[src/rtl/alu_sequencer.sv]
// Multi-cycle 8-bit ALU sequencer: IDLE/EXEC/DONE handshake, shift-add MUL, restoring DIV.
// Optional divider enabled by defining ALU_SEQ_DIV_EN; otherwise DIV reports an error in one cycle.
module alu_sequencer #(
  parameter int ITER_PER_CYCLE = 1
) (
  input  logic       clk,
  input  logic       rst_n,
  input  logic       cmd_valid,
  output logic       cmd_ready,
  input  logic [2:0] cmd_op,
  input  logic [7:0] cmd_a,
  input  logic [7:0] cmd_b,
  input  logic       cmd_cin,
  output logic       rsp_valid,
  input  logic       rsp_ready,
  output logic [7:0] rsp_s,
  output logic       rsp_cout,
  output logic       rsp_zero,
  output logic       rsp_error,
  output logic       busy
);

  typedef enum logic [1:0] {IDLE, EXEC, DONE} state_t;

  localparam logic [2:0] OP_NOP = 3'b000, OP_ADD = 3'b001, OP_SUB = 3'b010, OP_MUL = 3'b011;
  localparam logic [2:0] OP_DIV = 3'b100, OP_AND = 3'b101, OP_OR  = 3'b110, OP_XOR = 3'b111;
  localparam logic [3:0] EXEC_LAST = 4'(8 / ITER_PER_CYCLE - 1);

  state_t      state_reg, state_next;
  logic [2:0]  op_reg;
  logic [7:0]  a_reg, b_reg;
  logic        cin_reg;
  logic [3:0]  cnt_reg;
  logic [15:0] acc_reg, acc_next;   // MUL product accumulator / DIV partial remainder
  logic [15:0] mc_reg, mc_next;     // shifted multiplicand
  logic [7:0]  q_reg, q_next;       // MUL multiplier / DIV dividend-then-quotient
  logic        accept, multi_cmd;
  logic [7:0]  res_s;
  logic        res_cout, res_err;
  logic [8:0]  diff;

  assign cmd_ready = rst_n && (state_reg == IDLE);
  assign accept    = cmd_valid && cmd_ready;
  assign busy      = (state_reg != IDLE);
  assign rsp_valid = (state_reg == DONE);

`ifdef ALU_SEQ_DIV_EN
  assign multi_cmd = (cmd_op == OP_MUL) || (cmd_op == OP_DIV);
`else
  assign multi_cmd = (cmd_op == OP_MUL);
`endif

  always_ff @(posedge clk or negedge rst_n) begin
    if (!rst_n) state_reg <= IDLE;
    else        state_reg <= state_next;
  end

  always_comb begin
    state_next = state_reg;
    case (state_reg)
      IDLE: if (accept) state_next = multi_cmd ? EXEC : DONE;
      EXEC: if (cnt_reg == 4'd0) state_next = DONE;
      DONE: if (rsp_ready) state_next = IDLE;
      default: state_next = IDLE;
    endcase
  end

  // One or two MUL/DIV iterations per clock, unrolled combinationally.
  always_comb begin
    acc_next = acc_reg;
    mc_next  = mc_reg;
    q_next   = q_reg;
    for (int i = 0; i < ITER_PER_CYCLE; i++) begin
      if (op_reg == OP_MUL) begin
        if (q_next[0]) acc_next = acc_next + mc_next;
        mc_next = {mc_next[14:0], 1'b0};
        q_next  = {1'b0, q_next[7:1]};
      end
`ifdef ALU_SEQ_DIV_EN
      else begin
        acc_next[8:0] = {acc_next[7:0], q_next[7]};
        q_next        = {q_next[6:0], 1'b0};
        if (acc_next[8:0] >= {1'b0, b_reg}) begin
          acc_next[8:0] = acc_next[8:0] - {1'b0, b_reg};
          q_next[0]     = 1'b1;
        end
      end
`endif
    end
  end

  always_ff @(posedge clk or negedge rst_n) begin
    if (!rst_n) begin
      op_reg  <= OP_NOP;
      a_reg   <= 8'h00;
      b_reg   <= 8'h00;
      cin_reg <= 1'b0;
      cnt_reg <= 4'd0;
      acc_reg <= 16'h0000;
      mc_reg  <= 16'h0000;
      q_reg   <= 8'h00;
    end else if (accept) begin
      op_reg  <= cmd_op;
      a_reg   <= cmd_a;
      b_reg   <= cmd_b;
      cin_reg <= cmd_cin;
      cnt_reg <= EXEC_LAST;
      acc_reg <= 16'h0000;
      mc_reg  <= {8'h00, cmd_a};
      q_reg   <= (cmd_op == OP_MUL) ? cmd_b : cmd_a;
    end else if (state_reg == EXEC) begin
      acc_reg <= acc_next;
      mc_reg  <= mc_next;
      q_reg   <= q_next;
      if (cnt_reg != 4'd0) cnt_reg <= cnt_reg - 4'd1;
    end
  end

  // Results derive from registers that are frozen outside acceptance/EXEC, so DONE outputs stay stable.
  always_comb begin
    res_s    = 8'h00;
    res_cout = 1'b0;
    res_err  = 1'b0;
    diff     = 9'h000;
    case (op_reg)
      OP_ADD: {res_cout, res_s} = {1'b0, a_reg} + {1'b0, b_reg} + 9'(cin_reg);
      OP_SUB: begin
        diff     = {1'b0, a_reg} - {1'b0, b_reg} - 9'(cin_reg);
        res_s    = diff[7:0];
        res_cout = diff[8];
      end
      OP_MUL: begin
        res_s   = acc_reg[7:0];
        res_err = |acc_reg[15:8];
      end
`ifdef ALU_SEQ_DIV_EN
      OP_DIV: begin
        res_s   = (b_reg == 8'h00) ? 8'hFF : q_reg;
        res_err = (b_reg == 8'h00);
      end
`else
      OP_DIV: res_err = 1'b1;
`endif
      OP_AND: res_s = a_reg & b_reg;
      OP_OR:  res_s = a_reg | b_reg;
      OP_XOR: res_s = a_reg ^ b_reg;
      default: res_s = 8'h00;
    endcase
  end

  assign rsp_s     = rsp_valid ? res_s : 8'h00;
  assign rsp_cout  = rsp_valid && res_cout;
  assign rsp_error = rsp_valid && res_err;
  assign rsp_zero  = rsp_valid && (res_s == 8'h00);

endmodule

[config.mk]
export PLATFORM = sky130hd
export DESIGN_NAME = alu_sequencer
export DESIGN_NICKNAME = d
export VERILOG_FILES = /design/src/rtl/alu_sequencer.sv
export SDC_FILE = /design/constraint.sdc
export NUM_CORES = 1
export LEC_CHECK = 0
export CAP_MARGIN = 10
export CORE_ASPECT_RATIO = 1.75
export CORE_MARGIN = 8
export CORE_UTILIZATION = 60
export DETAILED_ROUTE_END_ITERATION = 8
export PLACE_DENSITY = 0.82
export SLEW_MARGIN = 20
export SYNTH_ARGS = -nofsm -noshare
export SYNTH_HDL_FRONTEND = slang
export SYNTH_SLANG_ARGS = --single-unit
[constraint.sdc]
create_clock -name clk -period 5 [get_ports clk]
set_input_delay 1 -clock clk [delete_from_list [all_inputs] [get_ports clk]]
set_output_delay 1 -clock clk [all_outputs]
set_load 0.005 [all_outputs]
# Word level (Yosys, flattened, before mapping)
# Cells that the tools add are included.
[word_totals] reg_bits=66 input_bits=24 output_inout_bits=14 word_cells=73
[classes] n_addsub=6 eq_ne=13 n_mux=23 n_bitwise=3 n_reduce_logical=19
[op_table] op="$mux W16" n=7
[op_table] op="$pmux W8 S6" n=1
[op_table] op="$mux W8" n=5
[op_table] op="$add A16 B16 Y16" n=1
[op_table] op="$eq A3 B3 Y1 const B" n=4
[op_table] op="$mux W4" n=3
[op_table] op="$reduce_bool A2 Y1" n=5
[op_table] op="$add A8 B8 Y9" n=1
[op_table] op="$add A9 B1 Y9" n=1
[op_table] op="$eq A3 B2 Y1 const B" n=3
[op_table] op="$sub A8 B8 Y9" n=1
[op_table] op="$sub A9 B1 Y9" n=1
[op_table] op="$and A8 B8 Y8" n=1
[op_table] op="$logic_not A8 Y1" n=1
[op_table] op="$mux W2" n=4
[op_table] op="$or A8 B8 Y8" n=1
[op_table] op="$reduce_or A8 Y1" n=1
[op_table] op="$xor A8 B8 Y8" n=1
[op_table] op="$pmux W2 S3" n=1
[op_table] op="$reduce_and A3 Y1" n=2
[op_table] op="$logic_and A1 B1 Y1" n=5
[op_table] op="$logic_not A4 Y1" n=1
[op_table] op="$ne A2 B2 Y1 const B" n=2
[op_table] op="$pmux W1 S2" n=2
[op_table] op="other kinds (8)" n=9

# Longest topological paths before layout
[logic_depth] depth_word=5 mapped_depth=10 mapped_depth_nobuf=10

# Least setup slack after synthesis
# Ideal clock, no wire load.
[synth_path] kind="register to output" start="register a_reg[0]" end="output port rsp_zero" t_arrival_ps=2468 required_time_ps=4000 setup_slack_ps=1532 path_stages_with_launch=9 n_path_buf=0 path_cell_list="dfrtp_1 -> fa_1 -> fa_1 -> o21a_1 -> or2_1 -> nand2_2 -> xnor2_1 -> a221o_1 -> nor4_2"
[synth_between] elab_chain_len=5 elab_cells_between_ends=10 cone_classes="add/sub (4); mux (1); bitwise (3); reduce/logical (2)"
[synth_rtl] item="start, declared" line="31" rtl="logic [7:0] a_reg, b_reg;"
[synth_rtl] item="start signal, assigned" line="104" rtl="a_reg <= cmd_a;"
[synth_rtl] item="$sub A8 B8 Y9 or $add A8 B8 Y9 (tied branches)" line="128, 126"
[synth_rtl] item="$sub A9 B1 Y9 or $add A9 B1 Y9 (tied branches)" line="128, 126"
[synth_rtl] item="$pmux W8 S6 (*)" line="125" rtl="case (op_reg)"
[synth_rtl] item="$logic_not A8 Y1 (*)" line="154" rtl="assign rsp_zero = rsp_valid && (res_s == 8'h00);"
[synth_rtl] item="$logic_and A1 B1 Y1 (*)" line="154"
[synth_rtl] item="end, declared" line="18" rtl="output logic rsp_zero,"
# Mark *: on every way between the ends. The rest lies on a longest branch, timed or not.

# Worst setup path after layout
# Same ends and word-level chain as after synthesis.

==> metrics.md <==
| Metric | Value |
|---|---|
| Die area | `11600 um2` |
| Post-synth EDFFs | `0` |
| Pre-CTS WS | `715 ps` |
| Seq/Total Area, Yosys | `0.331` |
| Yosys cell types | `68` |
| Nets | `662` |
| Fraction of registers with async set/reset | `1.00` |
| Post-route ant nets | `0` |
| HP Class | `register to register` |
| Global-route wire length before repair | `21.0 mm` |
| Drt pass-1 iters | `4` |
| Drt drc | `0` |
| Layout Skew | `4.83 ps` |
| Total negative slack | `0 ps` |
| Starting Density | `0.608` |
| Synthesized cell area | `4980 um2` |
| FMAX | `218 MHz` |
| Die width | `84.9 um` |
| Clock buffer depth | `2` |
| CORE AREA | `8200 um2` |
| Fillcell total | `665` |
| Area Growth Syn to Fin | `12.9%` |
| Top FF cell, synth | `dfrtp_1` |
| CTS tree | `done` |
| Setup Buffers After CTS | `0` |
| Clock sinks | `66` |
| Post-synthesis register bit count | `66` |
| CTS Hold Bufs | `0` |
| Total GRT Usage | `0.229` |
| H-Tree Depth | `3` |
| Total congestion overflow | `0` |
| PD cells | `603 nW/um2` |
| Rows | `44` |
| CTS clk-pin slew, worst paths | `50 ps` |
| Vias/cell | `6.26` |
| RePlAce Congestion | `0.906` |
| Vias in the first global route | `4465` |
| Drt initial violations | `171` |
| Vias | `4261` |
| Share of cells above drive strength 1 | `0.0611` |
| Worst skew pair latency | `330 ps` |
| Clock buffer count from CTS | `9` |
| Clock network power share | `0.156` |
| Switching power | `1.45 mW` |
| WS Path Type | `register to output port` |
| Number of gates resized after CTS | `0` |
| Final Cycle Share | `0.919` |
| Max-cap violations | `0` |
| Syn_nets | `637` |
| Port buffer count | `37` |
| Crit path DAT | `3590 ps` |
| Final wirelength | `12.6 mm` |
| Routed length per instance | `18.4 um` |
| Status | `complete, no violations` |
| Slew @ Worst Pin | `929 ps` |
| CP Capture Type | `output port` |
| CP Max Fanout | `4` |
| Crit path launch type | `register` |
| Switching share of power | `0.427` |
| CTS root buf | `clkbuf_16` |
| Final setup margin | `406 ps` |
| Multi-input logic area | `3070 um2` |
| Num ports | `38` |
| Ant. Diodes | `0` |
| Die Ht | `137 um` |
| Synth warn | `0` |
| Largest net degree at the start of global routing | `67` |
| VDD IR-drop max | `275 uV` |
| Critical path required time | `4000 ps` |
| Tmin final | `4590 ps` |
| Leakage | `2.55 nW` |
| # setup viols final | `0` |
| Max-slew headroom | `0.378` |
| RSZ-0062 raised after global routing | `false` |
| Gate Count Post-Synth | `562` |
| Pint | `1.94 mW` |
| Final Max Tran Viols | `0` |
| Post-DP HPWL | `9.60 mm` |
| Comb pwr share | `0.587` |
| Register area | `1650 um2` |
| Seq pwr share | `0.258` |
| Antenna violations before repair | `0` |
| Final Hold Fails | `0` |
| Mean post-synth cell area | `8.87 um2` |
metal layers:
metal / vias up / part of all wire / track usage
li1: 2054 / - / -
met1: 2065 / 0.37 / 0.224
met2: 103 / 0.55 / 0.432
met3: 39 / 0.031 / 0.0367
met4: 0 / 0.046 / 0.150
met5: - / 0 / 0
worst max-delay path: stages (launching register included):
cell             delay [ps]
dfrtp_1                 440
fa_1                    590
inv_1                    60
ha_1                    170
o21ai_0                 370
a21boi_0                210
o21ai_0                 250
mux2i_1                 100
a221o_1                 330
nor4_2                  210
clkdlybuf4s50_1         540
metrics by stage:
stage	total power [mW]	hold WS, ps	utilization	instances	instance area (um2)
6_report	3.39	482	0.686	681	5620
5_1_grt	3.68	511	0.686	681	5620
4_1_cts	3.40	482	0.686	681	5620
3_5_place_dp	2.85	475	0.656	668	5380
3_3_place_gp	2.77	459	0.656	668	5380
2_1_floorplan	2.33	441	-	562	4980
layout make-up:
cell class | count | area share
multi-input combinational | 430 | 0.545
tap | 92 | 0.0205
clock inverter | 1 | 0.000890
sequential | 66 | 0.294
clock buffer | 12 | 0.0420
timing repair buffer | 43 | 0.0730
inverter | 37 | 0.0247
path summary, 6_finish.rpt:
kind / slack, ps / from / depth (start not counted) / endpoint
worst max-delay path: 410 / a_reg[0] / 10 / rsp_zero
worst min-delay path: 480 / acc_reg[15] / 1 / acc_reg[15]
worst max register to register: 2420 / op_reg[1] / 6 / mc_reg[6]
worst min register to register: 480 / acc_reg[15] / 1 / acc_reg[15]
max in group asynchronous: 3460 / rst_n / 2 / state_reg[0]
min in group asynchronous: 940 / rst_n / 2 / cnt_reg[3]
power groups by stage:
stage	registers [mW]	clock network, mW	logic [mW]
3_5_place_dp	0.880	0	1.97
3_3_place_gp	0.870	0	1.90
2_1_floorplan	0.796	0	1.54
4_1_cts	0.872	0.540	1.99
5_1_grt	0.900	0.559	2.22
6_report	0.875	0.528	1.99
cells by family (layout without fill, tap and decap cells):
family                     after synthesis  count (layout)  synth area share
buffers and inverters                   66              93            0.0535
and+or+nand+nor                        174             174             0.178
adders and majority gates               51              51             0.136
DFF                                     66              66             0.331
xor gates and xnor gates                20              20            0.0351
muxes                                   26              26            0.0562
AOI/OAI and AO/OA                      159             159             0.211
cells in the mapped netlist, types with 6 or more instances:
master | instances | area share
ha_1 | 46 | 0.12
nand4_1 | 6 | 0.0075
nor2_1 | 25 | 0.019
nand2b_1 | 16 | 0.020
a22o_1 | 9 | 0.016
mux2_2 | 6 | 0.014
buf_2 | 9 | 0.0090
o21ai_0 | 57 | 0.057
and3_1 | 6 | 0.0075
dfrtp_1 | 66 | 0.33
xnor2_1 | 11 | 0.019
and2_1 | 6 | 0.0075
inv_1 | 37 | 0.028
a211oi_1 | 14 | 0.021
a21oi_1 | 25 | 0.025
clkbuf_1 | 19 | 0.014
xor2_1 | 9 | 0.016
nand3_1 | 19 | 0.019
nor2b_1 | 13 | 0.016
nand2_1 | 57 | 0.043
mux2i_1 | 19 | 0.038
cells in the final DEF (no fill, tap or decap), types with 11 or more instances in the layout:
master / synthesis / routed
clkdlybuf4s50_1: 0 / 36
a21oi_1: 25 / 25
xnor2_1: 11 / 11
inv_1: 37 / 37
nor2_1: 25 / 25
nand2_1: 57 / 57
dfrtp_1: 66 / 66
nor2b_1: 13 / 13
a211oi_1: 14 / 14
nand2b_1: 16 / 16
mux2i_1: 19 / 19
nand3_1: 19 / 19
o21ai_0: 57 / 57
ha_1: 46 / 46
Note: power is estimated with default switching activity, not from simulation.
